$ cat src/rtl/lc3_ctrl_pkg.sv
// Shared types and encodings for the LC3 control sequencer: FSM states, opcodes,
// memory-select codes and the opcode classes produced by lc3_op_classify.
package lc3_ctrl_pkg;

   typedef enum logic [3:0] {
      S_IDLE      = 4'd0,
      S_FETCH     = 4'd1,
      S_DECODE    = 4'd2,
      S_EXECUTE   = 4'd3,
      S_MEM_IND   = 4'd4,
      S_MEM_READ  = 4'd5,
      S_MEM_WRITE = 4'd6,
      S_WRITEBACK = 4'd7,
      S_UPDATE_PC = 4'd8
   } state_e;

   localparam logic [3:0] OP_BR   = 4'b0000;
   localparam logic [3:0] OP_ADD  = 4'b0001;
   localparam logic [3:0] OP_LD   = 4'b0010;
   localparam logic [3:0] OP_ST   = 4'b0011;
   localparam logic [3:0] OP_JSR  = 4'b0100;
   localparam logic [3:0] OP_AND  = 4'b0101;
   localparam logic [3:0] OP_LDR  = 4'b0110;
   localparam logic [3:0] OP_STR  = 4'b0111;
   localparam logic [3:0] OP_RTI  = 4'b1000;
   localparam logic [3:0] OP_NOT  = 4'b1001;
   localparam logic [3:0] OP_LDI  = 4'b1010;
   localparam logic [3:0] OP_STI  = 4'b1011;
   localparam logic [3:0] OP_JMP  = 4'b1100;
   localparam logic [3:0] OP_RES  = 4'b1101;
   localparam logic [3:0] OP_LEA  = 4'b1110;
   localparam logic [3:0] OP_TRAP = 4'b1111;

   localparam logic [1:0] MEM_RD   = 2'b00;
   localparam logic [1:0] MEM_IND  = 2'b01;
   localparam logic [1:0] MEM_WR   = 2'b10;
   localparam logic [1:0] MEM_IDLE = 2'b11;

   typedef enum logic [2:0] {
      CLS_ALU       = 3'd0,
      CLS_LOAD      = 3'd1,
      CLS_LOAD_IND  = 3'd2,
      CLS_STORE     = 3'd3,
      CLS_STORE_IND = 3'd4,
      CLS_CTRL      = 3'd5,
      CLS_ILLEGAL   = 3'd6
   } op_class_e;

endpackage

$ cat src/rtl/lc3_op_classify.sv
// Purely combinational opcode-to-class map; JSR, RTI, TRAP and the reserved
// opcode 1101 map to CLS_ILLEGAL.
module lc3_op_classify
   import lc3_ctrl_pkg::*;
(
   input  logic [3:0] opcode,
   output op_class_e  op_class
);

   always_comb begin
      op_class = CLS_ILLEGAL;
      case (opcode)
         OP_ADD, OP_AND, OP_NOT, OP_LEA: op_class = CLS_ALU;
         OP_LD, OP_LDR:                  op_class = CLS_LOAD;
         OP_LDI:                         op_class = CLS_LOAD_IND;
         OP_ST, OP_STR:                  op_class = CLS_STORE;
         OP_STI:                         op_class = CLS_STORE_IND;
         OP_BR, OP_JMP:                  op_class = CLS_CTRL;
         default:                        op_class = CLS_ILLEGAL;
      endcase
   end

endmodule

$ cat src/rtl/lc3_decode_sequencer.sv
// Multi-cycle LC3 control FSM: steps one instruction through fetch, decode,
// execute, optional memory access, writeback and PC update with Moore outputs.
module lc3_decode_sequencer
   import lc3_ctrl_pkg::*;
#(
   parameter int CNT_W = 16
) (
   input  logic             clock,
   input  logic             reset,
   input  logic             start,
   input  logic [15:0]      instr_dout,
   input  logic             complete_instr,
   input  logic             complete_data,
   input  logic [2:0]       psr,
   output logic             enable_fetch,
   output logic             enable_decode,
   output logic             enable_execute,
   output logic             enable_writeback,
   output logic             enable_updatePC,
   output logic             br_taken,
   output logic [1:0]       mem_state,
   output logic             illegal_op,
   output logic [CNT_W-1:0] instr_count
);

   state_e           state_q, state_d;
   logic [3:0]       opcode_q, opcode_d;
   logic [2:0]       nzp_q, nzp_d;
   logic             illegal_q, illegal_d;
   logic [CNT_W-1:0] instr_count_q, instr_count_d;
   op_class_e        op_class;

   // Only opcode and condition bits matter to sequencing.
   logic unused_instr_bits;
   assign unused_instr_bits = ^instr_dout[8:0];

   lc3_op_classify u_classify (
      .opcode   (opcode_q),
      .op_class (op_class)
   );

   always_comb begin
      state_d       = state_q;
      opcode_d      = opcode_q;
      nzp_d         = nzp_q;
      illegal_d     = 1'b0;
      instr_count_d = instr_count_q;
      case (state_q)
         S_IDLE:    if (start) state_d = S_FETCH;
         S_FETCH:   if (complete_instr) state_d = S_DECODE;
         S_DECODE: begin
            opcode_d = instr_dout[15:12];
            nzp_d    = instr_dout[11:9];
            state_d  = S_EXECUTE;
         end
         S_EXECUTE: begin
            case (op_class)
               CLS_ALU:                     state_d = S_WRITEBACK;
               CLS_LOAD:                    state_d = S_MEM_READ;
               CLS_LOAD_IND, CLS_STORE_IND: state_d = S_MEM_IND;
               CLS_STORE:                   state_d = S_MEM_WRITE;
               CLS_CTRL:                    state_d = S_UPDATE_PC;
               default: begin
                  state_d   = S_UPDATE_PC;
                  illegal_d = 1'b1;
               end
            endcase
         end
         // The indirect pointer fetch is shared by LDI and STI; the class picks the follow-up access.
         S_MEM_IND:
            if (complete_data)
               state_d = (op_class == CLS_STORE_IND) ? S_MEM_WRITE : S_MEM_READ;
         S_MEM_READ:  if (complete_data) state_d = S_WRITEBACK;
         S_MEM_WRITE: if (complete_data) state_d = S_UPDATE_PC;
         S_WRITEBACK: state_d = S_UPDATE_PC;
         S_UPDATE_PC: begin
            state_d       = S_FETCH;
            instr_count_d = instr_count_q + {{(CNT_W-1){1'b0}}, 1'b1};
         end
         default: state_d = S_IDLE;
      endcase
   end

   always_ff @(posedge clock or negedge reset) begin
      if (!reset) begin
         state_q       <= S_IDLE;
         opcode_q      <= 4'b0000;
         nzp_q         <= 3'b000;
         illegal_q     <= 1'b0;
         instr_count_q <= '0;
      end else begin
         state_q       <= state_d;
         opcode_q      <= opcode_d;
         nzp_q         <= nzp_d;
         illegal_q     <= illegal_d;
         instr_count_q <= instr_count_d;
      end
   end

   always_comb begin
      enable_fetch     = (state_q == S_FETCH);
      enable_decode    = (state_q == S_DECODE);
      enable_execute   = (state_q == S_EXECUTE);
      enable_writeback = (state_q == S_WRITEBACK);
      enable_updatePC  = (state_q == S_UPDATE_PC);
      case (state_q)
         S_MEM_IND:   mem_state = MEM_IND;
         S_MEM_READ:  mem_state = MEM_RD;
         S_MEM_WRITE: mem_state = MEM_WR;
         default:     mem_state = MEM_IDLE;
      endcase
      br_taken = 1'b0;
      if (state_q == S_UPDATE_PC) begin
         if (opcode_q == OP_BR)
            br_taken = |(nzp_q & psr);
         else if (opcode_q == OP_JMP)
            br_taken = 1'b1;
      end
   end

   assign illegal_op  = illegal_q;
   assign instr_count = instr_count_q;

endmodule

$ cat config.mk
export PLATFORM = sky130hd
export DESIGN_NAME = lc3_decode_sequencer
export DESIGN_NICKNAME = d
export VERILOG_FILES = /design/src/rtl/lc3_ctrl_pkg.sv /design/src/rtl/lc3_op_classify.sv /design/src/rtl/lc3_decode_sequencer.sv
export SDC_FILE = /design/constraint.sdc
export NUM_CORES = 1
export LEC_CHECK = 0
export CAP_MARGIN = 20
export CELL_PAD_IN_SITES_DETAIL_PLACEMENT = 1
export CELL_PAD_IN_SITES_GLOBAL_PLACEMENT = 1
export CORE_ASPECT_RATIO = 0.9
export CORE_MARGIN = 2
export CORE_UTILIZATION = 38
export DETAILED_ROUTE_END_ITERATION = 16
export PLACE_DENSITY_LB_ADDON = 0.2
export SLEW_MARGIN = 40
export SYNTH_ARGS = -nofsm -noshare
export SYNTH_HDL_FRONTEND = slang
export SYNTH_SLANG_ARGS = --single-unit
$ cat constraint.sdc
create_clock -name clock -period 5 [get_ports clock]
set_clock_uncertainty 0.15 [all_clocks]
set_input_delay 1 -clock clock [delete_from_list [all_inputs] [get_ports clock]]
set_output_delay 1 -clock clock [all_outputs]
set_load 0.02 [all_outputs]
* Yosys cells after proc, flatten, opt, wreduce, memory -nomap -nowiden
Memory sizes are Yosys's and may differ from the RTL's.
Cells that the tools add are included.
Widths: inputs -> output; s select.
** Word-level totals
- Flip-flop bits (word level) :: 28
- Memory bits (read-only) :: 48
- Input bits :: 24
- Word-level logic and storage cells :: 48
- Memories kept :: 1
** Operators by class
- Add/sub/neg operators :: 1
- Eq/ne operators :: 19
- Multiplexer cells :: 14
- Bitwise gates (word level) :: 1
- Reduce and logical (&&, ||, !) cells :: 7
** Memory list
- (no name shown) :: depth 16, bits a word 3, read ports 1, clocked after Yosys merged registers in 0, wr ports 0, RTL line lc3_op_classify.sv:12 : case (opcode)
** Operators with widths (number)
- $pmux 4 s9 :: 1
- $mux 4 :: 5
- $add 16x1->16 const B :: 1
- $eq 4x3->1 const B :: 4
- $pmux 4 s4 :: 1
- $ne 2x2->1 const B :: 5
- $eq 4x2->1 const B :: 2
- $eq 4x4->1 const B :: 2
- $logic_not 4->1 :: 2
- $eq 3x2->1 const B :: 2
- $eq 3x3->1 const B :: 2
- $pmux 2 s3 :: 1
- $reduce_or 6->1 :: 1
- $mux 1 :: 5
- $reduce_and 5->1 :: 1
- $eq 4x1->1 const B :: 1
- $and 3x3->3 :: 1
- $eq 3x1->1 const B :: 1
- $logic_not 3->1 :: 1
- $reduce_or 3->1 :: 1
- $mux 2 :: 1
- $reduce_or 2->1 :: 1

* Depth between registers and ports, before layout
Gate-level depths: netlist of run 1.
An unclocked memory read counts as a cell.
- Word-level depth :: 5
- Mapped depth :: 7
- Mapped depth without buffers :: 7

* Hierarchy
Synthesis of run 1 repeated with hierarchy kept, for this count alone.
** Unflattened totals
- Cell total of the unflattened synthesis :: 148
- Area total of the unflattened synthesis :: 1566.5 µm²
** By module, submodules not included
- lc3_decode_sequencer :: instances 1, cells an instance 132, area an instance 1406.3 µm²
- lc3_op_classify :: instances 1, cells an instance 16, area an instance 160.2 µm²

* Least setup slack after synthesis of run 1
No wires, ideal clock.
- Kind :: input port to output port
- Start point :: input psr[0]
- End point :: output br_taken
- Arrival time :: 1.569 ns
- Path slack :: 2.281 ns
- Stages on the path :: 4
- Cells stage by stage :: a222oi_1 nor3_1 a21oi_1 nor2_1
** Between the ends
- Cells in the longest elaborated chain, start to end :: 4
** Ends and longest elaborated chain
- start, declared :: RTL line lc3_decode_sequencer.sv:14 : input logic [2:0] psr,
- $and 3x3->3 :: RTL line lc3_decode_sequencer.sv:115 : br_taken = |(nzp_q & psr);
- $reduce_or 3->1 :: RTL line lc3_decode_sequencer.sv:115
- $mux 1 :: RTL line lc3_decode_sequencer.sv:114 : if (opcode_q == OP_BR)
- $mux 1 :: RTL line lc3_decode_sequencer.sv:113 : if (state_q == S_UPDATE_PC) begin
- end, declared :: RTL line lc3_decode_sequencer.sv:20 : output logic br_taken,
No other way between the ends.

* Worst setup path after layout of run 1
Same ends and word-level chain as after synthesis.

==> results of run 1 <==
## report_power, final
part           total [uW]  switching (uW)  leakage [uW]  internal (uW)
registers             384             103      0.000370            281
clock network         180            72.4     0.0000357            107
logic                 513             267      0.000499            246
total                1080             443      0.000904            635
## how the worst max path moves through the flow
stage          cells after the start  endpoint    from  slack, ps
2_1_floorplan                      4  br_taken  psr[0]       2280
3_3_place_gp                       6  br_taken  psr[0]       1320
3_5_place_dp                       6  br_taken  psr[0]       1310
4_1_cts                            6  br_taken  psr[0]       1220
5_1_grt                            6  br_taken  psr[0]       1180
6_report                           6  br_taken  psr[0]       1260
## area by class of cell
type,count,share of cell area
clock inverter,1,0.0140
timing repair buffer,40,0.185
multi-input combinational,120,0.413
clock buffer,3,0.0192
inverter,8,0.0140
tap,48,0.0280
sequential,28,0.327
## worst max-delay path, stage by stage
cell	delay, ps
clkdlybuf4s50_1	410
a222oi_1	350
nor3_1	80
a21oi_1	140
nor2_1	80
clkdlybuf4s50_1	540
## stage by stage
stage                     utilization  setup slack, ps  std cells  power, uW
after CTS                       0.520             1220        248       1090
final                           0.520             1260        248       1080
after global routing            0.520             1180        248       1160
after floorplan                     -             2280        161        743
after detailed placement        0.502             1310        244        906
after global placement          0.502             1320        244        878
## cells in the mapped netlist, types with 2 or more instances
library cell   n  area, um2
nand2b_1       4       25.0
nor2_1         7       26.3
nor3_1         6       30.0
a211oi_1       2       15.0
xor2_1         5       43.8
mux2_2         6       67.6
a21oi_1       10       50.1
dfrtp_1       28        701
nor2b_1        4       25.0
inv_1          8       30.0
and3_1         4       25.0
nand2_1       15       56.3
xnor2_1       10       87.6
buf_2          3       15.0
nand3_1        4       20.0
o21ai_0        8       40.0
nand3_2        3       30.0
mux2i_1        2       20.0
ha_1           6       75.1
## logic make-up after synthesis
kind of cell    after synthesis  share of synthesized area
xor+xnor                     15                     0.0800
flops                        28                      0.427
simple gates                 59                      0.225
mux                           9                     0.0670
compound gates               31                      0.122
fa+ha+maj                     6                     0.0457
buf+inv                      13                     0.0343
## sequential cells by signal, indices dropped and copies added (netlist names)
| signal | cells |
|---|---|
| illegal_op | 1 |
| nzp_q | 3 |
| state_q | 4 |
| opcode_q | 4 |
| instr_count | 16 |
## routing by layer
metal,global-route usage,wire (um),vias up
li1,-,-,642
met4,0.0205,15,0
met2,0.302,1960,29
met1,0.209,1760,630
met5,0,0,-
met3,0.0396,183,3
## layout by cell type (no fill, tap or decap), types with 5 or more instances in the layout
cell type,n
nor3_1,6
inv_1,8
a21oi_1,10
xnor2_1,10
nand2_1,15
clkdlybuf4s50_1,39
xor2_1,5
nor2_1,7
o21ai_0,8
dfrtp_1,28
mux2_2,6
ha_1,6
==> metrics, run 1 <==
Post-DP Area=2070 um2; hold_buf cts=0; Period minus WS final=3740 ps; hold-critical path depth=1; number of synthesized flops with an enable pin=0; hold slack=339 ps; # setup viols final=0; Hold Crit Class=reg2reg; Clock Pin Slew Worst Setup and Hold Paths=90 ps; drt total wl=3920 um; Pwr Density=502 nW/um2; ys flop type=dfrtp_1; setup bufs post-CTS=0; total die area=4870 um2; layout cells sized above 1=0.115; hold wc startpoint=instr_count[15]$_DFFE_PN0P_; CTS resizes=0; hold path endpoint=instr_count[15]$_DFFE_PN0P_; library cells used by synthesis=45; Via density=5.26; Layout Nets=231; Critical R2R Capture=state_q[0]$_DFFE_PN0P_; post-synthesis async set-or-reset flop share=1.00; post-synthesis area per instance=10.2 um2; measured slew at the worst slew-check pin=742 ps; clk root buf=clkbuf_8; filler cell count in the final layout=474; Final HPWL DP=3010 um; Critical Path RT=3850 ps; first-pass GRT wire length=6390 um; Max VDD drop=0.210 mV; GP Congestion=0.815; WL per Instance=15.8 um; fmax=267 MHz; n_diodes=0; outcome=complete, no violations; Sink Count=28; post-synthesis sequential area ratio=0.427; CTS tree=built; core area=4130 um2; Syn. warnings=0; worst reg-to-reg setup slack=2690 ps; Layout area overhead=30.6%; Skew-Pair Late Insertion Delay=280 ps; die width=73.3 um; pin count of the biggest net entering global routing=29; FF/Latch Area=701 um2; Port Buf Inserts=39; router iterations before antenna repair=4; synthesized flop and latch total=28; Initial DRC Count=47; DR vias=1,304; initial antenna violation count=0; multi-input logic area=886 um2; Mapped Area=1640 um2; die height=66.4 um; DRC=0; CTS buffer count=3; Clock Path Buffers=2; DRT antenna net count=0; CP Data Arrival Time=2590 ps; Crit Path Class=in2out; cells on worst reg2reg path=7; endpoints failing hold=0; total gr overflow=0; RSZ-0062 raised after global routing=false; maximum capacitance violations=0; CP Max Fanout=1; Rel. slew slack=0.503; vias in the first global route=1,349; I/O pin total=49; R2R Path Start=opcode_q[0]$_DFFE_PN0P_; num rows=22; TNS Setup=0 ps; Worst Setup Start Kind=input pin; period utilization=0.748; GRT Resource Usage Total=0.168; Critical Path Sink Type=primary output; Max Slew Vio Count=0; initial core utilization=0.398; Post-Synthesis Cells=161; Syn Nets=191; Final Cell Area=2150 um2; leakage power total=0.000904 uW; CTS H-Tree Depth=1
(Power assumes the default switching activity.)
==> inputs of run 2 (changes only) <==
--- a/config.mk
+++ b/config.mk
@@ -10,7 +10,7 @@
 export CELL_PAD_IN_SITES_GLOBAL_PLACEMENT = 1
 export CORE_ASPECT_RATIO = 0.9
 export CORE_MARGIN = 2
-export CORE_UTILIZATION = 38
+export CORE_UTILIZATION = 35
 export DETAILED_ROUTE_END_ITERATION = 16
 export PLACE_DENSITY_LB_ADDON = 0.2
 export SLEW_MARGIN = 40
==> constraint.sdc (replaced) <==
create_clock -name clock -period 3.7 [get_ports clock]
set_clock_uncertainty 0.15 [all_clocks]
set_input_delay 0.74 -clock clock [delete_from_list [all_inputs] [get_ports clock]]
set_output_delay 0.74 -clock clock [all_outputs]
set_load 0.02 [all_outputs]
==> run 2 against run 1 <==
Compared with the run above:
- sequential share of layout area decreased by 0.38 points
- power increased by 36%
- first-iteration DRC count increased by 28%
- combinational power increased by 37%
- wire length decreased by 4.0%
- sequential cell count unchanged
- hold slack got worse by 10 ps
- count of clock-buffer cells in the layout unchanged
- largest cell class unchanged
- highest routed layer unchanged
==> metrics, run 2 (synthesis gave the netlist of run 1 again) <==
Inst Count DP=259 (+6.1%); most common cell after layout, fill and taps aside=clkdlybuf4s50_1; crit path launch=psr[0]; Hold Crit Class=reg2reg; endpoints failing hold=0 (unchanged); CP Max Fanout=1 (unchanged); I/O pin total=49 (unchanged); CTS tree=built; Port Buf Inserts=39 (unchanged); RSZ-0062 raised after global routing=false; Worst Setup Start Kind=input pin; Clock Path Buffers=2 (unchanged); CP delay by family, top=buffers and inverters; DRT antenna net count=0 (unchanged); first-pass GRT wire length=6620 um (+3.7%); GP Congestion=0.811 (-0.44%); Skew-Pair Late Insertion Delay=280 ps (about the same); Via density=4.97 (-5.6%); CP bufs+invs=2 (unchanged); internal power=862 uW (+36%); Reg power frac=0.355 (about the same); drt total wl=3770 um (-4.0%); R2R Path Start=opcode_q[0]$_DFFE_PN0P_; Layout area overhead=32.1%; most frequent cells in the layout=39 x clkdlybuf4s50_1, 28 x dfrtp_1, 15 x nand2_1; Clk pwr share=0.165 (-0.002); CTS H-Tree Depth=1 (unchanged); Critical Path Most Common Cell=clkdlybuf4s50_1; filler cell count in the final layout=513 (+8.2%); total gr overflow=0 (unchanged); # setup viols final=0 (unchanged); Critical Path Sink Type=primary output; Max Slew Vio Count=0 (unchanged); dpl ws=556 ps (-754 ps); die width=76.2 um (+4.0%); WL per Instance=14.3 um (-9.5%); Pwr Density=674 nW/um2 (+34%); Layout Nets=232 (+0.43%); initial core utilization=0.366 (-0.0319); max incr delay on CP=530 ps (about the same); Initial DRC Count=60 (+28%); n_diodes=0 (unchanged); CP Data Arrival Time=2250 ps (-340 ps); num rows=23 (+4.5%); leakage power total=0.000910 uW (+0.60%); Switching Fraction=0.410 (-0.000530); Sink Count=28 (unchanged); CP max-delay cell=clkdlybuf4s50_1; Period minus WS final=3140 ps; CTS buffer count=3 (unchanged); switching power=600 uW (+36%); Crit Path Class=in2out; vias in the first global route=1,397 (+3.6%); layout cells sized above 1=0.119 (+0.00440); TNS Setup=0 ps (unchanged); Critical Path RT=2810 ps (-1040 ps); worst setup margin=559 ps (-700 ps); hold_buf cts=0 (unchanged); number of flip-flops in the largest register=16 (unchanged); hold wc startpoint=instr_count[15]$_DFFE_PN0P_; period utilization=0.849; Logic pwr share=0.480 (+0.003); measured slew at the worst slew-check pin=547 ps (-194 ps); Final HPWL DP=2920 um (-3.1%); CTS resizes=0 (unchanged); fmax=318 MHz; setup bufs post-CTS=0 (unchanged); clk root buf=clkbuf_8; pin count of the biggest net entering global routing=29 (unchanged); Rel. slew slack=0.632 (+0.129); outcome=complete, no violations; Clock Pin Slew Worst Setup and Hold Paths=100 ps (about the same); Layout Cells excl Fill=263 (+6.0%); CP Cell Sequence=clkdlybuf4s50_1 -> a222oi_1 -> nor3_1 -> a21oi_1 -> nor2_1 -> clkdlybuf4s50_1; GRT Resource Usage Total=0.160 (-0.00750); total die area=5260 um2 (+8.1%); Max VDD drop=0.308 mV (+47%); DR vias=1,306 (+0.15%); initial antenna violation count=0 (unchanged); router iterations before antenna repair=4 (unchanged); maximum capacitance violations=0 (unchanged); die height=69.0 um (+3.9%); core area=4490 um2 (+8.7%); DRC=0 (unchanged)
-- run 2: changes by cell type in the layout (fill, tap and decap cells not counted), sizes merged --
cell and delta:
buf +1
-- run 2: final cells by class --
| type | count | area [um2] | share of cell area |
|---|---|---|---|
| timing repair buffer | 41 | 405 | 0.187 |
| clock inverter | 1 | 30.0 | 0.0138 |
| tap | 62 | 77.6 | 0.0357 |
| sequential | 28 | 701 | 0.323 |
| multi-input combinational | 120 | 886 | 0.408 |
| clock buffer | 3 | 41.3 | 0.0190 |
| inverter | 8 | 30.0 | 0.0138 |
-- run 2: final timing paths --
path	slack, ps	cells after the start	to
max in group asynchronous	2450	2	opcode_q[2]$_DFFE_PN0P_
worst min register to register	330	1	instr_count[15]$_DFFE_PN0P_
worst max register to register	1370	7	state_q[0]$_DFFE_PN0P_
worst min-delay path	330	1	instr_count[15]$_DFFE_PN0P_
min in group asynchronous	680	2	instr_count[15]$_DFFE_PN0P_
worst max-delay path	560	6	br_taken
-- run 2: power groups by stage --
stage | Combinational (uW) | Sequential, uW | Clock [uW]
final | 701 | 519 | 242
after global routing | 786 | 547 | 266
after floorplan | 539 | 465 | 0
after CTS | 708 | 521 | 253
after detailed placement | 704 | 526 | 0
after global placement | 671 | 515 | 0
-- run 2: layer usage --
metal,track usage,vias to the layer above,share of wire
met5,0,-,0
met4,0.0477,0,0.011
li1,-,644,-
met1,0.197,631,0.48
met2,0.288,27,0.47
met3,0.0365,4,0.043
-- run 2: worst reg2reg max path: cells and delay by family (launching register included) --
family | cells | cell delay [ps]
and+or+nand+nor | 1 | 240
AOI/OAI and AO/OA | 3 | 440
muxes | 1 | 530
adders and majority gates | 1 | 300
DFF | 1 | 420
buffers and inverters | 1 | 130
-- run 2: metrics by stage --
stage / utilization / area (um2) / total power, uW / hold WS, ps
5_1_grt: 0.484 / 2170 / 1600 / 342
6_report: 0.484 / 2170 / 1460 / 329
3_3_place_gp: 0.468 / 2100 / 1190 / 310
4_1_cts: 0.484 / 2170 / 1480 / 334
3_5_place_dp: 0.468 / 2100 / 1230 / 320
2_1_floorplan: - / 1640 / 1000 / 294
